<file path="src/rtl/systolic_feeder.sv">
// Operand feeder for an N x N systolic PE array: loads A and B, streams them skewed
// onto the array edges, then holds results until acknowledged. Optional macro: SYSTOLIC_FEEDER_JOBCNT_EN.
module systolic_feeder #(
    parameter int BITWIDTH = 4,
    parameter int N        = 4
) (
    input  logic                       i_clk,
    input  logic                       i_arst,
    input  logic                       i_load_valid,
    output logic                       o_load_ready,
    input  logic [N*N*BITWIDTH-1:0]    i_mat_a,
    input  logic [N*N*BITWIDTH-1:0]    i_mat_b,
    output logic                       o_doProcess,
    output logic [N*BITWIDTH-1:0]      o_a,
    output logic [N*BITWIDTH-1:0]      o_b,
    output logic                       o_busy,
    output logic                       o_done,
`ifdef SYSTOLIC_FEEDER_JOBCNT_EN
    input  logic                       i_ack,
    output logic [15:0]                o_job_count
`else
    input  logic                       i_ack
`endif
);

    localparam int MW = N * N * BITWIDTH;
    localparam int VW = N * BITWIDTH;
    localparam int TW = $clog2(3 * N - 2);
    localparam logic [TW-1:0] T_LAST = TW'(3 * N - 3);

    typedef enum logic [1:0] {
        S_IDLE = 2'd0,
        S_FEED = 2'd1,
        S_DONE = 2'd2
    } state_t;

    state_t          r_state;
    logic [TW-1:0]   r_t;
    logic [MW-1:0]   r_mat_a;
    logic [MW-1:0]   r_mat_b;

    // Left edge at step t: row i carries A[i][t-i] while that column index is in range.
    function automatic logic [VW-1:0] skew_a(input logic [MW-1:0] m, input logic [TW-1:0] t);
        logic [VW-1:0] v;
        int k;
        v = {VW{1'b0}};
        for (int i = 0; i < N; i++) begin
            k = int'(t) - i;
            if (k >= 0 && k < N) begin
                v[i*BITWIDTH +: BITWIDTH] = m[(i*N + k)*BITWIDTH +: BITWIDTH];
            end else begin
                v[i*BITWIDTH +: BITWIDTH] = {BITWIDTH{1'b0}};
            end
        end
        return v;
    endfunction

    // Top edge at step t: column j carries B[t-j][j] while that row index is in range.
    function automatic logic [VW-1:0] skew_b(input logic [MW-1:0] m, input logic [TW-1:0] t);
        logic [VW-1:0] v;
        int k;
        v = {VW{1'b0}};
        for (int j = 0; j < N; j++) begin
            k = int'(t) - j;
            if (k >= 0 && k < N) begin
                v[j*BITWIDTH +: BITWIDTH] = m[(k*N + j)*BITWIDTH +: BITWIDTH];
            end else begin
                v[j*BITWIDTH +: BITWIDTH] = {BITWIDTH{1'b0}};
            end
        end
        return v;
    endfunction

    // Job sequencer; every output is registered and loaded with the value for the coming step.
    always_ff @(posedge i_clk or posedge i_arst) begin
        if (i_arst) begin
            r_state      <= S_IDLE;
            r_t          <= {TW{1'b0}};
            r_mat_a      <= {MW{1'b0}};
            r_mat_b      <= {MW{1'b0}};
            o_load_ready <= 1'b1;
            o_doProcess  <= 1'b0;
            o_a          <= {VW{1'b0}};
            o_b          <= {VW{1'b0}};
            o_busy       <= 1'b0;
            o_done       <= 1'b0;
        end else begin
            case (r_state)
                S_IDLE: begin
                    if (i_load_valid) begin
                        r_state      <= S_FEED;
                        r_t          <= {TW{1'b0}};
                        r_mat_a      <= i_mat_a;
                        r_mat_b      <= i_mat_b;
                        o_load_ready <= 1'b0;
                        o_doProcess  <= 1'b1;
                        o_busy       <= 1'b1;
                        o_done       <= 1'b0;
                        o_a          <= skew_a(i_mat_a, {TW{1'b0}});
                        o_b          <= skew_b(i_mat_b, {TW{1'b0}});
                    end else begin
                        o_load_ready <= 1'b1;
                        o_doProcess  <= 1'b0;
                        o_busy       <= 1'b0;
                        o_done       <= 1'b0;
                        o_a          <= {VW{1'b0}};
                        o_b          <= {VW{1'b0}};
                    end
                end
                S_FEED: begin
                    if (r_t == T_LAST) begin
                        // Zero operands in DONE keep the accumulators frozen on their final sums.
                        r_state      <= S_DONE;
                        r_t          <= {TW{1'b0}};
                        o_load_ready <= 1'b0;
                        o_doProcess  <= 1'b1;
                        o_busy       <= 1'b0;
                        o_done       <= 1'b1;
                        o_a          <= {VW{1'b0}};
                        o_b          <= {VW{1'b0}};
                    end else begin
                        r_t          <= r_t + {{(TW-1){1'b0}}, 1'b1};
                        o_a          <= skew_a(r_mat_a, r_t + {{(TW-1){1'b0}}, 1'b1});
                        o_b          <= skew_b(r_mat_b, r_t + {{(TW-1){1'b0}}, 1'b1});
                    end
                end
                S_DONE: begin
                    if (i_ack) begin
                        r_state      <= S_IDLE;
                        o_load_ready <= 1'b1;
                        o_doProcess  <= 1'b0;
                        o_busy       <= 1'b0;
                        o_done       <= 1'b0;
                        o_a          <= {VW{1'b0}};
                        o_b          <= {VW{1'b0}};
                    end else begin
                        o_done       <= 1'b1;
                    end
                end
                default: begin
                    r_state      <= S_IDLE;
                    r_t          <= {TW{1'b0}};
                    o_load_ready <= 1'b1;
                    o_doProcess  <= 1'b0;
                    o_busy       <= 1'b0;
                    o_done       <= 1'b0;
                    o_a          <= {VW{1'b0}};
                    o_b          <= {VW{1'b0}};
                end
            endcase
        end
    end

`ifdef SYSTOLIC_FEEDER_JOBCNT_EN
    // Completed-job counter, stepped on each acknowledged DONE and free to wrap.
    always_ff @(posedge i_clk or posedge i_arst) begin
        if (i_arst) begin
            o_job_count <= 16'd0;
        end else if (r_state == S_DONE && i_ack) begin
            o_job_count <= o_job_count + 16'd1;
        end else begin
            o_job_count <= o_job_count;
        end
    end
`endif

endmodule

</file>
<file path="config.mk">
export PLATFORM = sky130hd
export DESIGN_NAME = systolic_feeder
export DESIGN_NICKNAME = d
export VERILOG_FILES = /design/src/rtl/systolic_feeder.sv
export SDC_FILE = /design/constraint.sdc
export NUM_CORES = 1
export LEC_CHECK = 0
export ABC_AREA = 1
export CORE_MARGIN = 2
export CORE_UTILIZATION = 30
export CTS_BUF_LIST = sky130_fd_sc_hd__clkbuf_8
export DETAILED_ROUTE_END_ITERATION = 12
export REMOVE_ABC_BUFFERS = 1
export SLEW_MARGIN = 20
export SYNTH_ARGS = -nofsm -noshare
export SYNTH_HDL_FRONTEND = slang
export SYNTH_SLANG_ARGS = --single-unit
export TNS_END_PERCENT = 50
</file>
<file path="constraint.sdc">
create_clock -name i_clk -period 16.85 [get_ports i_clk]
set_clock_uncertainty 0.1 [all_clocks]
set_input_delay 3.37 -clock i_clk [delete_from_list [all_inputs] [get_ports i_clk]]
set_output_delay 3.37 -clock i_clk [all_outputs]
set_load 0.01 [all_outputs]
</file>
==> results.yml <==
cts:
  clock_latency_ns: 0.46
  clk_pin_slew_worst_paths_ns: 0.09
  root_buffer: "clkbuf_8"
  cts_setup_buffers: 0
  cts_made_buffers: 17
  clock_path_buffers: 2
  h-tree-depth: 4
  cts_resized: 0
  numClockSinks: 170
  cts_hold_buf: 0
  cts_tree: "built"
synth:
  syn_inst: 1286
  synth-main-ff-cell: "dfrtp_1"
  synth_cell_type_count: 30
  synth_seq_area_share: 0.4667
  yosysWarnings: 0
  yosysMostFrequentCell: "nand2_1"
  synth_area_per_cell_um2: 7.091
  ys_ff_latch: 170
  synthTopCellsByCount: "669 x nand2_1, 169 x dfrtp_1, 133 x nand3_1"
  synth_area_leaders: "dfrtp_1 46%, nand2_1 28%, nand3_1 7.3%"
  syn_area_mm2: 0.009119
  synth_edf_count: 0
  yosysTopAreaCellShare: 0.4638
  synthArstFlopShare: 1.000
  synth.largest_area_cell: "dfrtp_1"
sta:
  finalHoldViolations: 0
  drv_slew: 0
  tns_ns: 0
  setup_viol: 0
  period_needed_ns: 5.495
  fmax_ghz: 0.1820
  fin_crit_sh: 0.3261
  worst_pin_slew_ns: 0.9601
  rsz0062_at_grt: "no"
  relSlewSlack: 0.3599
cells_and_area:
  drive_gt1_frac: 0.04498
  syn2layout_area_growth_pct: 25.81
  fin_util: 0.3850
  fin_nets: 1557
  insertedDiodeCount: 0
power_and_ir_drop:
  p_int_mw: 1.082
  p_sw_frac: 0.4635
  p_seq_frac: 0.345
  switchingPower_mw: 0.9349
  powerDensity_mw_per_mm2: 175.8
  p_clk_frac: 0.153
  leakagePower_nw: 5.693
  comb_power_share: 0.502
  irDropWorstVdd_mv: 0.09045
critical_path:
  r2r_start: "r_t[0]"
  path_cells: "clkdlybuf4s50_1, nand2_4, inv_4, buf_4, nand2_1, a21boi_0, o21ai_0"
  r2r_cells: 16
  slowest_delay_ns: 0.73
  cp-start-kind: "input port"
  required_ns: 17.13
  crit_type: "input port to flop"
  cp_max_fo: 81
  worstPathArrival_ns: 5.77
  slowest_stage: "buf_4"
  endpoint_kind: "flop"
  r2r_end: "o_a[13]"
  reg2reg_slack_ns: 12.48
floorplanning:
  core_area_mm2: 0.02980
  die_h_um: 178.3
  io_pins: 168
  start_util: 0.3060
  die_w_um: 178.3
  num_rows: 63
  die-area_mm2: 0.03181
detailed_routing:
  firstDrtPassIters: 5
  wl_um: 28410
  wl_met1_um: 12870
  dr.first_iter.drc_count: 652
  viasPerCell: 4.760
  wl_met3_um: 1973
  via_count: 8629
  route.detailed.drc: 0
  top_layer: "met4"
  dr_wl_met2_um: 13140
  ant_nets: 0
  wire_per_inst_um: 15.67
run_status:
  run_status: "complete, no violations"
hold_path:
  hold_start: "r_mat_b[59]"
  hold_path_end: "r_mat_b[59]"
  worstHoldPathCells: 2
  hp-class: "flop to flop"
run:
  drv_cap: 0
grt:
  grt_pass1_vias: 8621
  grtUsageTotal: 0.1851
  overflow: 0
  grt_antenna_before_repair: 0
  grt_max_degree: 110
  grt_pass1_wl_um: 45660
place:
  port_buffers: 167
  gp_congestion: 0.8010
  dpl.hpwl_um: 18470
## cell usage in the layout (no fill, tap or decap), types with 2 or more instances in the layout
cell	n
nand2_2	5
a21boi_0	3
nand3b_1	5
inv_2	6
clkdlybuf4s50_1	167
clkbuf_8	22
inv_6	3
o21ai_0	60
buf_4	6
bufinv_16	2
nor2_1	30
ha_1	15
dfrtp_1	168
xor2_2	2
mux2i_1	2
a21oi_1	14
clkinv_1	2
nor2_2	3
nand2_1	668
clkinvlp_4	4
nand3_1	133
nand2_4	5
nand4_1	13
o22ai_1	15
inv_1	49
o21ai_1	12
## cell type report
| class | instances | area, um2 |
|---|---|---|
| Clock buffer | 22 | 302.8 |
| Clock inverter | 10 | 115.1 |
| Fill cell | 3177 | 18320 |
| Inverter | 57 | 221.5 |
| Multi-Input combinational cell | 990 | 4358 |
| Sequential cell | 170 | 4259 |
| Tap cell | 390 | 488.0 |
| Timing Repair Buffer | 174 | 1728 |
## critical path, delay by kind of cell
family,cells,cell delay [ns]
simple gates,2,0.24
compound gates,2,0.34
buf+inv,3,1.76
## worst max-delay path by stage
stage | depth (start not counted) | startpoint | slack (ns) | endpoint
final | 7 | i_load_valid | 11.36 | o_b[2]
after detailed placement | 7 | i_load_valid | 10.80 | o_b[2]
after global routing | 7 | i_load_valid | 11.11 | o_b[1]
after floorplan | 5 | i_load_valid | 8.73 | o_b[1]
after global placement | 7 | i_load_valid | 10.89 | o_b[1]
after CTS | 7 | i_load_valid | 11.28 | o_b[1]
## logic make-up after synthesis
| family | count (synthesis) | share of synthesized area |
|---|---|---|
| compound gates | 104 | 0.05996 |
| flops | 170 | 0.4667 |
| fa+ha+maj | 15 | 0.02058 |
| simple gates | 865 | 0.3868 |
| xor+xnor | 4 | 0.007547 |
| buf+inv | 126 | 0.05626 |
| mux | 2 | 0.002195 |
## registers in the layout, summed over array words and instances, names as in the netlist
register	cells
r_mat_a	64
r_t	4
r_state	2
o_busy	1
o_load_ready	1
o_b	16
o_a	16
o_done	1
o_doProcess	1
r_mat_b	64
## per-layer routing
layer | vias to the layer above | GRT usage
met2 | 253 | 0.3015
met5 | - | 0
li1 | 4316 | -
met3 | 21 | 0.04028
met1 | 4039 | 0.2505
met4 | 0 | 0.04505
## power groups by stage
stage               Clock [mW]  Sequential (mW)  Combinational [mW]
global placement             0            0.701                1.01
detailed placement           0            0.702                1.02
CTS                      0.316            0.696                1.02
floorplan                    0            0.686               0.686
global route             0.331            0.720                1.17
finish                   0.308            0.696                1.01
## metrics by stage
step / instance area [um2] / power, mW / worst slack [ns] / hold slack, ns / std cells
floorplan: 8820 / 1.372 / 8.731 / 0.3436 / 1217
global placement: 11050 / 1.706 / 10.89 / 0.3583 / 1781
detailed placement: 11050 / 1.718 / 10.80 / 0.3602 / 1781
CTS: 11470 / 2.034 / 11.28 / 0.3861 / 1813
global route: 11470 / 2.223 / 11.11 / 0.4074 / 1813
finish: 11470 / 2.017 / 11.36 / 0.3844 / 1813
(Power assumes the default switching activity.)
